### config.mk
export PLATFORM = sky130hd
export DESIGN_NAME = dual_slope_sequencer
export DESIGN_NICKNAME = d
export VERILOG_FILES = /design/src/rtl/voltmeter_pkg.sv /design/src/rtl/comparator_sync.sv /design/src/rtl/dual_slope_sequencer.sv
export SDC_FILE = /design/constraint.sdc
export NUM_CORES = 1
export LEC_CHECK = 0
export ABC_AREA = 1
export CAP_MARGIN = 30
export CORE_UTILIZATION = 35
export CTS_BUF_LIST = sky130_fd_sc_hd__clkbuf_16
export CTS_CLUSTER_DIAMETER = 30
export DETAILED_ROUTE_END_ITERATION = 16
export DONT_BUFFER_PORTS = 1
export SLEW_MARGIN = 25
export SYNTH_ARGS = -nofsm -noshare
export SYNTH_HDL_FRONTEND = slang
export SYNTH_SLANG_ARGS = --single-unit
### constraint.sdc
create_clock -name clk_i -period 1.4 [get_ports clk_i]
set_input_delay 0.14 -clock clk_i [delete_from_list [all_inputs] [get_ports clk_i]]
set_output_delay 0.14 -clock clk_i [all_outputs]
set_load 0.01 [all_outputs]
### src/rtl/voltmeter_pkg.sv
// ---------------------------------------------------------------------------
// voltmeter_pkg
// Shared definitions for the dual-slope voltmeter: the sequencer state
// encoding, the counter width and the default phase lengths. The
// measurement counter and the benches import the same constants.
// ---------------------------------------------------------------------------
package voltmeter_pkg;

   localparam int COUNT_W = 12;

   localparam int AZ_CYCLES_DEFAULT        = 16;
   localparam int INT_CYCLES_DEFAULT       = 2048;
   localparam int MAX_DEINT_CYCLES_DEFAULT = 4095;

   typedef enum logic [2:0] {
      ST_IDLE        = 3'd0,
      ST_AUTOZERO    = 3'd1,
      ST_INTEGRATE   = 3'd2,
      ST_DEINTEGRATE = 3'd3,
      ST_DONE        = 3'd4
   } seqState_e;

   // The phase timer starts at 0 on entry, so a phase that lasts
   // 'cycles' clock cycles ends when the timer reads cycles-1.
   function automatic logic [COUNT_W-1:0] lastTick(input int cycles);
      return COUNT_W'(cycles - 1);
   endfunction

endpackage

### src/rtl/comparator_sync.sv
// ---------------------------------------------------------------------------
// comparator_sync
// Two-flop synchronizer that brings the asynchronous integrator
// comparator into the clk_i domain.
//   clk_i    in  : clock
//   rst_n_i  in  : asynchronous active-low reset, both flops clear to 0
//   async_i  in  : raw comparator level
//   sync_o   out : synchronized comparator level (2-cycle latency)
// ---------------------------------------------------------------------------
module comparator_sync (
   input  logic clk_i,
   input  logic rst_n_i,
   input  logic async_i,
   output logic sync_o
);

   logic meta_q;
   logic sync_q;

   // The first flop may go metastable; only the second flop is used.
   always_ff @(posedge clk_i or negedge rst_n_i) begin
      if (!rst_n_i) begin
         meta_q <= 1'b0;
         sync_q <= 1'b0;
      end else begin
         meta_q <= async_i;
         sync_q <= meta_q;
      end
   end

   assign sync_o = sync_q;

endmodule

### src/rtl/dual_slope_sequencer.sv
// ---------------------------------------------------------------------------
// dual_slope_sequencer
// Conversion sequencer for the dual-slope ADC. Walks the analog switches
// through auto-zero, fixed-time integrate and deintegrate, drives the
// measurement counter's clear/enable, stops on the comparator trip and
// latches the returned count as the result.
//   clk_i / rst_n_i        : clock, asynchronous active-low reset
//   start_i                : conversion request, only honoured in IDLE
//   comparator_i           : asynchronous integrator zero-crossing flag
//   measurement_count_i    : count returned by the measurement counter
//   measurement_en_o       : counter increment, high through DEINTEGRATE
//   measurement_clear_o    : counter clear, first AUTOZERO cycle only
//   discharge_o            : integrator discharge switch
//   integrate_sel_o        : Vin to integrator
//   deintegrate_sel_o      : Vref to integrator
//   busy_o                 : conversion in progress
//   result_o               : last conversion count
//   result_valid_o         : result_o holds a completed conversion
//   overrange_o            : last conversion hit the deintegrate timeout
// ---------------------------------------------------------------------------
module dual_slope_sequencer
   import voltmeter_pkg::*;
#(
   parameter int AZ_CYCLES        = AZ_CYCLES_DEFAULT,
   parameter int INT_CYCLES       = INT_CYCLES_DEFAULT,
   parameter int MAX_DEINT_CYCLES = MAX_DEINT_CYCLES_DEFAULT
) (
   input  logic               clk_i,
   input  logic               rst_n_i,
   input  logic               start_i,
   input  logic               comparator_i,
   input  logic [COUNT_W-1:0] measurement_count_i,
   output logic               measurement_en_o,
   output logic               measurement_clear_o,
   output logic               discharge_o,
   output logic               integrate_sel_o,
   output logic               deintegrate_sel_o,
   output logic               busy_o,
   output logic [COUNT_W-1:0] result_o,
   output logic               result_valid_o,
   output logic               overrange_o
);

   seqState_e          state_q, state_d;
   logic [COUNT_W-1:0] timer_q, timer_d;
   logic               compSync;
   logic               timeoutHit;

   logic               measEn_q, measEn_d;
   logic               measClear_q, measClear_d;
   logic               discharge_q, discharge_d;
   logic               integrateSel_q, integrateSel_d;
   logic               deintegrateSel_q, deintegrateSel_d;
   logic               busy_q, busy_d;
   logic [COUNT_W-1:0] result_q, result_d;
   logic               resultValid_q, resultValid_d;
   logic               overrange_q, overrange_d;

   comparator_sync uCompSync (
      .clk_i   (clk_i),
      .rst_n_i (rst_n_i),
      .async_i (comparator_i),
      .sync_o  (compSync)
   );

   // Next-state, timer and next-output logic. The switch and counter
   // controls are decoded from the *next* state and then registered, so
   // each one is a clean flop output that is high for exactly the cycles
   // of its state. The timer restarts at 0 whenever the state changes.
   always_comb begin
      state_d    = state_q;
      timer_d    = timer_q + 12'd1;
      timeoutHit = 1'b0;

      case (state_q)
         ST_IDLE: begin
            timer_d = '0;
            if (start_i) begin
               state_d = ST_AUTOZERO;
            end
         end
         ST_AUTOZERO: begin
            if (timer_q == lastTick(AZ_CYCLES)) begin
               state_d = ST_INTEGRATE;
            end
         end
         ST_INTEGRATE: begin
            if (timer_q == lastTick(INT_CYCLES)) begin
               state_d = ST_DEINTEGRATE;
            end
         end
         ST_DEINTEGRATE: begin
            // A comparator trip in the final allowed cycle still counts as
            // a good conversion, so it is checked before the timeout.
            if (compSync) begin
               state_d = ST_DONE;
            end else if (timer_q == lastTick(MAX_DEINT_CYCLES)) begin
               state_d    = ST_DONE;
               timeoutHit = 1'b1;
            end
         end
         ST_DONE: begin
            state_d = ST_IDLE;
         end
         default: begin
            state_d = ST_IDLE;
         end
      endcase

      if (state_d != state_q) begin
         timer_d = '0;
      end

      discharge_d      = (state_d == ST_IDLE) || (state_d == ST_AUTOZERO) ||
                         (state_d == ST_DONE);
      integrateSel_d   = (state_d == ST_INTEGRATE);
      deintegrateSel_d = (state_d == ST_DEINTEGRATE);
      measEn_d         = (state_d == ST_DEINTEGRATE);
      measClear_d      = (state_q == ST_IDLE) && (state_d == ST_AUTOZERO);
      busy_d           = (state_d != ST_IDLE);

      result_d      = result_q;
      resultValid_d = resultValid_q;
      overrange_d   = overrange_q;

      if ((state_q == ST_IDLE) && start_i) begin
         resultValid_d = 1'b0;
         overrange_d   = 1'b0;
      end
      if (timeoutHit) begin
         overrange_d = 1'b1;
      end
      // The counter has absorbed the last enable by the DONE cycle.
      if (state_q == ST_DONE) begin
         result_d      = measurement_count_i;
         resultValid_d = 1'b1;
      end
   end

   // State, timer and all registered outputs; discharge is the only
   // control that rests high so the integrator stays shorted in reset.
   always_ff @(posedge clk_i or negedge rst_n_i) begin
      if (!rst_n_i) begin
         state_q          <= ST_IDLE;
         timer_q          <= '0;
         measEn_q         <= 1'b0;
         measClear_q      <= 1'b0;
         discharge_q      <= 1'b1;
         integrateSel_q   <= 1'b0;
         deintegrateSel_q <= 1'b0;
         busy_q           <= 1'b0;
         result_q         <= '0;
         resultValid_q    <= 1'b0;
         overrange_q      <= 1'b0;
      end else begin
         state_q          <= state_d;
         timer_q          <= timer_d;
         measEn_q         <= measEn_d;
         measClear_q      <= measClear_d;
         discharge_q      <= discharge_d;
         integrateSel_q   <= integrateSel_d;
         deintegrateSel_q <= deintegrateSel_d;
         busy_q           <= busy_d;
         result_q         <= result_d;
         resultValid_q    <= resultValid_d;
         overrange_q      <= overrange_d;
      end
   end

   assign measurement_en_o    = measEn_q;
   assign measurement_clear_o = measClear_q;
   assign discharge_o         = discharge_q;
   assign integrate_sel_o     = integrateSel_q;
   assign deintegrate_sel_o   = deintegrateSel_q;
   assign busy_o              = busy_q;
   assign result_o            = result_q;
   assign result_valid_o      = resultValid_q;
   assign overrange_o         = overrange_q;

endmodule

==> results of run 1 <==
cell type report:
type                    instances  area (um^2)  share of cell area, %
clock buffers                   5        125.1                  5.574
well taps                      67        83.83                  3.735
flip-flops and latches         36        902.1                  40.19
inverters                      25        93.84                  4.181
repair buffers                 28        252.7                  11.26
clock inverters                 3        38.79                  1.728
multi-input cells             118        748.2                  33.33
flip-flops by register name (all words and copies together) (netlist names):
signal / flops
uCompSync.meta_q: 1
result_valid_o: 1
deintegrate_sel_o: 1
timer_q: 12
overrange_o: 1
integrate_sel_o: 1
discharge_o: 1
uCompSync.sync_o: 1
measurement_clear_o: 1
busy_o: 1
result_o: 12
state_q: 3
worst max path at each step:
stage                           from           to
final                     timer_q[1]  timer_q[11]
after global routing      timer_q[0]  timer_q[11]
after CTS                 timer_q[0]  timer_q[11]
after detailed placement  timer_q[0]   timer_q[0]
after global placement    timer_q[0]   timer_q[0]
after floorplan           timer_q[0]   timer_q[7]
kinds of logic after synthesis:
| logic type | after synthesis | share of synthesized area, % |
|---|---|---|
| and+or+nand+nor | 91 | 27.30 |
| DFF | 36 | 52.21 |
| buffers and inverters | 28 | 6.806 |
| AOI/OAI and AO/OA | 13 | 4.417 |
| muxes | 12 | 7.820 |
| adders and majority gates | 2 | 1.448 |
power by group through the flow:
stage          combinational [mW]  clock (mW)  sequential [mW]
6_report                   0.0477        1.22             1.08
5_1_grt                    0.0550        1.30             1.08
4_1_cts                    0.0502        1.25             1.08
3_5_place_dp               0.0180           0             1.10
3_3_place_gp               0.0171           0             1.10
2_1_floorplan              0.0163           0             1.10
metrics by stage:
stage	total power, mW	area (um^2)	setup WS [ns]
finish	2.351	2245	-0.2158
global route	2.442	2245	-0.3212
CTS	2.388	2212	-0.1462
detailed placement	1.120	1981	-0.1782
global placement	1.118	1981	-0.1434
floorplan	1.114	1734	-0.03555
synthesized netlist by cell type (all sizes together), types with 2 or more instances:
library cell,number
a21oi,4
buf,3
dfrtp,35
ha,2
inv,25
mux2,12
nand2,36
nand3,14
nor2,34
nor3,4
o21ai,6
or2,2
routing by layer:
layer	track usage, %	vias to the layer above	part of all wire [%]
met4	7.407	0	2.0
met5	0	-	0
met1	18.81	576	45
met2	21.91	23	50
li1	-	637	-
met3	2.917	7	3.0
critical path, cell delays in order (launching register included):
cell and delay (ns):
sky130_fd_sc_hd__dfrtp_1 0.40, sky130_fd_sc_hd__buf_4 0.15, sky130_fd_sc_hd__ha_4 0.15, sky130_fd_sc_hd__nand2_4 0.06
sky130_fd_sc_hd__nor2_4 0.03, sky130_fd_sc_hd__nand3_4 0.08, sky130_fd_sc_hd__nand2_1 0.06, sky130_fd_sc_hd__nand2_1 0.08
sky130_fd_sc_hd__nand2_1 0.07, sky130_fd_sc_hd__nor2_2 0.12, sky130_fd_sc_hd__nand2_2 0.09, sky130_fd_sc_hd__buf_12 0.16
sky130_fd_sc_hd__nor2_1 0.08
repair_timing:
item / CTS / global route
hold endpoints to repair: 37 / 0
gates cloned: 0 / 0
pin swaps: 1 / 8
resized for setup: 9 / 4
setup buffers: 0 / 3
hold buffers: 3 / 0
endpoints found under the setup margin: 18 / 18
==> metrics.txt, run 1 <==
# TYPE chip_impl_metric gauge
chip_impl_metric{name="via_density",unit=""} 4.408
chip_impl_info{name="worst_setup_path_end_kind",value="flip-flop"} 1
chip_impl_info{name="synth.largest_area_cell",value="sky130_fd_sc_hd__dfrtp_1"} 1
chip_impl_metric{name="final-instance-count-excl-fill",unit=""} 282
chip_impl_metric{name="clkSlewWorstSetupHoldPaths",unit="ns"} 0.05
chip_impl_metric{name="final_nets",unit=""} 232
chip_impl_metric{name="antenna_violations_before_repair",unit=""} 0
chip_impl_metric{name="fill_cells",unit=""} 439
chip_impl_info{name="clock_tree.root_cell",value="sky130_fd_sc_hd__clkbuf_16"} 1
chip_impl_info{name="class_of_the_tightest_hold_or_removal_check",value="input pin to flip-flop"} 1
chip_impl_metric{name="yosys_top_cell_area_share",unit="%"} 50.69
chip_impl_metric{name="final_max_slew_viol_count",unit=""} 0
chip_impl_metric{name="dr_total_vias",unit=""} 1243
chip_impl_metric{name="mappedNetlistArea",unit="mm^2"} 0.001728
chip_impl_metric{name="fin_tns_setup",unit="ns"} -2.706
chip_impl_metric{name="die-area",unit="mm^2"} 0.005222
chip_impl_metric{name="post-route-util",unit="%"} 47.52
chip_impl_metric{name="h-tree-depth",unit=""} 2
chip_impl_metric{name="synth.yosys.seq_area_share",unit="%"} 52.21
chip_impl_metric{name="cts_max_path_buffers",unit=""} 2
chip_impl_metric{name="placed_cells",unit=""} 268
chip_impl_metric{name="crit_path_max_fanout",unit=""} 12
chip_impl_info{name="critPathKind",value="flip-flop to flip-flop"} 1
chip_impl_info{name="netlist_top_cells_area",value="sky130_fd_sc_hd__dfrtp_1 (51%), sky130_fd_sc_hd__mux2_2 (7.8%), sky130_fd_sc_hd__nand2_1 (6.3%)"} 1
chip_impl_metric{name="period_minus_slack",unit="ns"} 1.616
chip_impl_metric{name="wirelength",unit="mm"} 3.340
chip_impl_metric{name="wire_per_inst",unit="um"} 11.84
chip_impl_metric{name="tightest_slew",unit="ns"} 0.2355
chip_impl_metric{name="vias_in_the_first_global_route",unit=""} 1243
chip_impl_metric{name="cp.required",unit="ns"} 1.61
chip_impl_info{name="layout_commonest_cell",value="sky130_fd_sc_hd__dfrtp_1"} 1
chip_impl_metric{name="slew-limit-headroom",unit="%"} 84.23
chip_impl_metric{name="netSwitchingPower",unit="uW"} 437.8
chip_impl_info{name="outcome",value="finished with violations"} 1
chip_impl_metric{name="dp_hpwl",unit="mm"} 2.414
chip_impl_metric{name="ant_nets",unit=""} 0
chip_impl_metric{name="post-route-worst-setup-slack",unit="ns"} -0.2158
chip_impl_metric{name="gr-usage-all-layers",unit="%"} 14.18
chip_impl_metric{name="power.ir.vdd_worst",unit="uV"} 523.0
chip_impl_metric{name="number_of_warning_messages_in_the_yosys_log",unit=""} 0
chip_impl_metric{name="numCtsBuffers",unit=""} 5
chip_impl_metric{name="timing_hold_violations_final",unit=""} 0
chip_impl_metric{name="postSynthAreaPerCell",unit="um^2"} 9.494
chip_impl_metric{name="reg2reg_setup_slack",unit="ns"} -0.22
chip_impl_metric{name="clock_sink_count",unit=""} 36
chip_impl_metric{name="grt_first_pass_wirelength",unit="mm"} 5.554
chip_impl_metric{name="pwr_density_cell",unit="mW/mm^2"} 1048
chip_impl_info{name="tritoncts",value="yes"} 1
chip_impl_metric{name="clock_insertion_delay_worst_skew",unit="ns"} 0.27
chip_impl_metric{name="io_pins",unit=""} 36
chip_impl_metric{name="synthesis.nets",unit=""} 200
chip_impl_metric{name="count_of_unique_library_cells_instantiated_by_yosys",unit=""} 26
chip_impl_metric{name="design.core.area",unit="mm^2"} 0.004723
chip_impl_info{name="regToRegStartpoint",value="timer_q[1]"} 1
chip_impl_info{name="startpoint_type",value="flip-flop"} 1
chip_impl_metric{name="power.leakage",unit="nW"} 1.056
chip_impl_metric{name="synth_edf_count",unit=""} 0
chip_impl_info{name="mostFrequentLayoutCells",value="sky130_fd_sc_hd__dfrtp_1 (35), sky130_fd_sc_hd__nand2_1 (27), sky130_fd_sc_hd__inv_1 (23), sky130_fd_sc_hd__buf_4 (23), sky130_fd_sc_hd__nor2_2 (16)"} 1
chip_impl_metric{name="clock_skew",unit="ns"} 0.003720
chip_impl_metric{name="detail_route.iter0.violations",unit=""} 53
chip_impl_metric{name="seqPwrFrac",unit="%"} 46.1
chip_impl_metric{name="floorplan.die.height",unit="um"} 72.26
chip_impl_info{name="rsz0062_at_grt",value="yes"} 1
chip_impl_metric{name="initial_core_util",unit="%"} 36.58
chip_impl_metric{name="synthesis.instances",unit=""} 182
chip_impl_metric{name="p_comb_share",unit="%"} 2.0
chip_impl_metric{name="max_freq",unit="MHz"} 618.9
chip_impl_metric{name="diodes",unit=""} 0
chip_impl_metric{name="grt_start_max_net_pins",unit=""} 37
chip_impl_metric{name="die_w",unit="um"} 72.26
chip_impl_metric{name="clockPowerShare",unit="%"} 51.9
chip_impl_metric{name="core.rowCount",unit=""} 25
chip_impl_metric{name="finalSetupViolCount",unit=""} 17
chip_impl_metric{name="syn2layout_area_growth",unit="%"} 29.91
chip_impl_metric{name="drv_cap",unit=""} 0
chip_impl_info{name="regToRegEndpoint",value="timer_q[11]"} 1
chip_impl_info{name="synth-main-ff-cell",value="sky130_fd_sc_hd__dfrtp_1"} 1
chip_impl_info{name="hp-start",value="measurement_count_i[2]"} 1
chip_impl_metric{name="proportion_of_total_power_due_to_net_switching",unit="%"} 18.62
chip_impl_metric{name="hold-worst-slack",unit="ns"} 0.01224
chip_impl_metric{name="drive_above_1_share",unit="%"} 39.53
chip_impl_metric{name="worst_ep_arrival_time",unit="ns"} 1.82
chip_impl_metric{name="drt_pre_antenna_iters",unit=""} 4
chip_impl_info{name="failed_checks",value="setup timing"} 1
chip_impl_metric{name="period_share",unit="%"} 115.4
chip_impl_metric{name="drcViolationCount",unit=""} 0
chip_impl_metric{name="port-buffer-count",unit=""} 0
chip_impl_info{name="timing.hold.worst_endpoint",value="result_o[2]"} 1
chip_impl_metric{name="placer_congestion",unit=""} 0.8053
chip_impl_metric{name="min_path_cells",unit=""} 1
chip_impl_metric{name="intPower",unit="mW"} 1.913
chip_impl_metric{name="synth_async_sr_flop_share",unit="%"} 100.0
chip_impl_metric{name="globalRouteOverflowTotal",unit=""} 0
chip_impl_metric{name="ff2ff_path_depth",unit=""} 12
chip_impl_metric{name="postSynthRegisterBits",unit=""} 36
No activity file was read; power rests on OpenSTA's default activity.
==> run 2, diff against run 1 <==
--- a/config.mk
+++ b/config.mk
@@ -7,11 +7,13 @@
 export LEC_CHECK = 0
 export ABC_AREA = 1
 export CAP_MARGIN = 30
+export CORE_MARGIN = 5
 export CORE_UTILIZATION = 35
 export CTS_BUF_LIST = sky130_fd_sc_hd__clkbuf_16
 export CTS_CLUSTER_DIAMETER = 30
 export DETAILED_ROUTE_END_ITERATION = 16
 export DONT_BUFFER_PORTS = 1
+export REMOVE_ABC_BUFFERS = 1
 export SLEW_MARGIN = 25
 export SYNTH_ARGS = -nofsm -noshare
 export SYNTH_HDL_FRONTEND = slang
==> run 2 against run 1 <==
  * The flow still finishes with violations (setup timing)
  * Setup slack gained 0.084 ns
  * Power is 6.6% lower
  * Count of clock-buffer cells in the layout is the same
  * Global-route usage is 2.0 points lower
  * Largest cell class unchanged
==> metrics.txt, run 2 (synthesis results as in run 1) <==
# TYPE chip_impl_metric gauge
chip_impl_metric{name="finished_layout_cell_area",unit="mm^2"} 0.002266
chip_impl_metric{name="fill_cells",unit=""} 484
chip_impl_info{name="mostFrequentLayoutCells",value="sky130_fd_sc_hd__dfrtp_1 (35), sky130_fd_sc_hd__nand2_1 (25), sky130_fd_sc_hd__buf_4 (25)"} 1
chip_impl_metric{name="max_freq",unit="MHz"} 652.7
chip_impl_metric{name="floorplan.die.height",unit="um"} 80.26
chip_impl_metric{name="cp_num_buf_inv",unit=""} 2
chip_impl_metric{name="crit_path_max_fanout",unit=""} 12
chip_impl_metric{name="syn2layout_area_growth",unit="%"} 31.14
chip_impl_info{name="crit_chain",value="inv_2, ha_1, nand2_2, nor2_4, nand3_4, nand2_4, nand2_2, o21bai_2, nand2_2, buf_12, nor2_2"} 1
chip_impl_metric{name="placed_cells",unit=""} 272
chip_impl_metric{name="drt_pre_antenna_iters",unit=""} 4
chip_impl_info{name="rsz0062_at_grt",value="yes"} 1
chip_impl_metric{name="tightest_slew",unit="ns"} 0.3059
chip_impl_metric{name="dr_total_vias",unit=""} 1279
chip_impl_metric{name="min_path_cells",unit=""} 1
chip_impl_metric{name="drcViolationCount",unit=""} 0
chip_impl_info{name="hp-start",value="measurement_count_i[1]"} 1
chip_impl_metric{name="worst_ep_arrival_time",unit="ns"} 1.74
chip_impl_metric{name="slew-limit-headroom",unit="%"} 79.45
chip_impl_info{name="timing.critical_path.mode_cell",value="sky130_fd_sc_hd__nand2_2"} 1
chip_impl_metric{name="detail_route.iter0.violations",unit=""} 44
chip_impl_metric{name="place_area",unit="mm^2"} 0.002008
chip_impl_metric{name="period_share",unit="%"} 109.4
chip_impl_metric{name="diodes",unit=""} 0
chip_impl_metric{name="antenna_violations_before_repair",unit=""} 0
chip_impl_metric{name="gr-usage-all-layers",unit="%"} 12.16
chip_impl_metric{name="grt_first_pass_wirelength",unit="mm"} 5.989
chip_impl_metric{name="initial_core_util",unit="%"} 36.34
chip_impl_metric{name="numCtsBuffers",unit=""} 5
chip_impl_info{name="startpoint_type",value="flip-flop"} 1
chip_impl_info{name="critPathKind",value="flip-flop to flip-flop"} 1
chip_impl_metric{name="dp_hpwl",unit="mm"} 2.615
chip_impl_metric{name="final_nets",unit=""} 238
chip_impl_metric{name="grt_start_max_net_pins",unit=""} 37
chip_impl_info{name="failed_checks",value="setup timing"} 1
chip_impl_metric{name="vias_in_the_first_global_route",unit=""} 1308
chip_impl_metric{name="cp.required",unit="ns"} 1.60
chip_impl_metric{name="period_minus_slack",unit="ns"} 1.532
chip_impl_info{name="layout_commonest_cell",value="sky130_fd_sc_hd__dfrtp_1"} 1
chip_impl_metric{name="placer_congestion",unit=""} 0.8515
chip_impl_metric{name="io_pins",unit=""} 36
chip_impl_info{name="tritoncts",value="yes"} 1
chip_impl_metric{name="final_max_slew_viol_count",unit=""} 0
chip_impl_info{name="worst_setup_path_startpoint",value="timer_q[0]"} 1
chip_impl_metric{name="wirelength",unit="mm"} 3.446
chip_impl_metric{name="hold-worst-slack",unit="ns"} 0.008132
chip_impl_metric{name="via_density",unit=""} 4.441
chip_impl_metric{name="ant_nets",unit=""} 0
chip_impl_metric{name="clock_skew",unit="ns"} 0.004756
chip_impl_info{name="cp_slowest_cell",value="sky130_fd_sc_hd__dfrtp_1"} 1
chip_impl_metric{name="clock_sink_count",unit=""} 36
chip_impl_metric{name="die-area",unit="mm^2"} 0.006442
chip_impl_metric{name="post_place_setup_slack",unit="ns"} -0.1281
chip_impl_metric{name="clock_insertion_delay_worst_skew",unit="ns"} 0.28
chip_impl_metric{name="port-buffer-count",unit=""} 0
chip_impl_metric{name="cts_max_path_buffers",unit=""} 2
chip_impl_metric{name="design.core.area",unit="mm^2"} 0.004755
chip_impl_info{name="timing.critical_path.max_delay_family",value="simple AND/OR/NAND/NOR gates"} 1
chip_impl_metric{name="finalSetupViolCount",unit=""} 16
chip_impl_metric{name="drive_above_1_share",unit="%"} 38.46
chip_impl_metric{name="h-tree-depth",unit=""} 2
chip_impl_info{name="regToRegStartpoint",value="timer_q[0]"} 1
chip_impl_metric{name="post-route-util",unit="%"} 47.66
chip_impl_metric{name="final-instance-count-excl-fill",unit=""} 288
chip_impl_metric{name="die_w",unit="um"} 80.26
chip_impl_metric{name="post-route-worst-setup-slack",unit="ns"} -0.1322
chip_impl_info{name="class_of_the_tightest_hold_or_removal_check",value="input pin to flip-flop"} 1
chip_impl_metric{name="wire_per_inst",unit="um"} 11.97
chip_impl_info{name="outcome",value="finished with violations"} 1
chip_impl_metric{name="power.ir.vdd_worst",unit="uV"} 782.3
chip_impl_metric{name="clkSlewWorstSetupHoldPaths",unit="ns"} 0.05
chip_impl_metric{name="core.rowCount",unit=""} 25
chip_impl_metric{name="drv_cap",unit=""} 0
chip_impl_metric{name="power.leakage",unit="nW"} 1.058
chip_impl_info{name="clock_tree.root_cell",value="sky130_fd_sc_hd__clkbuf_16"} 1
chip_impl_metric{name="ff2ff_path_depth",unit=""} 11
chip_impl_metric{name="cp_num_cells",unit=""} 11
chip_impl_metric{name="globalRouteOverflowTotal",unit=""} 0
chip_impl_metric{name="timing_hold_violations_final",unit=""} 0
chip_impl_metric{name="pwr_density_cell",unit="mW/mm^2"} 969.0
chip_impl_metric{name="critPathMaxStageDelay",unit="ns"} 0.40
chip_impl_info{name="worst_setup_path_end_kind",value="flip-flop"} 1
-- run 2: final cells by class --
type	instances	area (um^2)	share of cell area, %
sequential	36	902.1	39.81
multi-input combinational	118	735.7	32.47
timing repair buffer	34	307.8	13.58
clock buffer	5	125.1	5.522
inverter	25	93.84	4.141
tap	67	83.83	3.700
clock inverter	3	17.52	0.7731
-- run 2: repair_timing --
item,in CTS,in global routing
pin swaps,0,1
resized for setup,5,6
hold buffers,3,4
hold endpoints to repair,37,4
buffers inserted,1,0
setup endpoints to repair,17,19
-- run 2: worst register-to-register path, stage by stage, from the launching register on --
cell	delay (ns)
sky130_fd_sc_hd__dfrtp_1	0.40
sky130_fd_sc_hd__inv_2	0.07
sky130_fd_sc_hd__ha_1	0.15
sky130_fd_sc_hd__nand2_2	0.07
sky130_fd_sc_hd__nor2_4	0.10
sky130_fd_sc_hd__nand3_4	0.09
sky130_fd_sc_hd__nand2_4	0.08
sky130_fd_sc_hd__nand2_2	0.07
sky130_fd_sc_hd__o21bai_2	0.12
sky130_fd_sc_hd__nand2_2	0.07
sky130_fd_sc_hd__buf_12	0.15
sky130_fd_sc_hd__nor2_2	0.10
-- run 2: worst paths after layout --
| path | slack (ns) | end |
|---|---|---|
| setup / recovery | -0.13 | timer_q[2] |
| min in group asynchronous | 0.31 | timer_q[8] |
| max in group asynchronous | 0.83 | discharge_o |
| setup reg to reg | -0.13 | timer_q[2] |
| hold / removal | 0.008 | result_o[1] |
| hold reg to reg | 0.35 | uCompSync.sync_o |
-- run 2: metrics by stage --
stage / power, mW / TNS [ns]
detailed placement: 1.121 / -1.633
floorplan: 1.114 / -0.6819
global route: 2.297 / -3.252
global placement: 1.119 / -1.480
finish: 2.196 / -1.381
CTS: 2.225 / -1.453
-- run 2: power by group --
part / total [mW] / switching (mW) / internal [mW]
clock network: 1.06 / 0.401 / 0.654
logic: 0.0567 / 0.0265 / 0.0302
registers: 1.08 / 0.0217 / 1.06
total: 2.20 / 0.449 / 1.75
-- run 2: layer usage --
layer	global-route usage, %	vias to the layer above	part of all wire [%]
li1	-	647	-
met1	14.68	596	44
met2	19.12	29	47
met3	5.605	7	6.6
met4	4.054	0	1.8
met5	0	-	0
==> run 3, diff against run 2 <==
--- a/config.mk
+++ b/config.mk
@@ -10,11 +10,10 @@
 export CORE_MARGIN = 5
 export CORE_UTILIZATION = 35
 export CTS_BUF_LIST = sky130_fd_sc_hd__clkbuf_16
-export CTS_CLUSTER_DIAMETER = 30
 export DETAILED_ROUTE_END_ITERATION = 16
 export DONT_BUFFER_PORTS = 1
 export REMOVE_ABC_BUFFERS = 1
-export SLEW_MARGIN = 25
+export SLEW_MARGIN = 20
 export SYNTH_ARGS = -nofsm -noshare
 export SYNTH_HDL_FRONTEND = slang
 export SYNTH_SLANG_ARGS = --single-unit
==> results of run 3 <==
No change in the layout: final DEF, timing and power equal those of run 2.
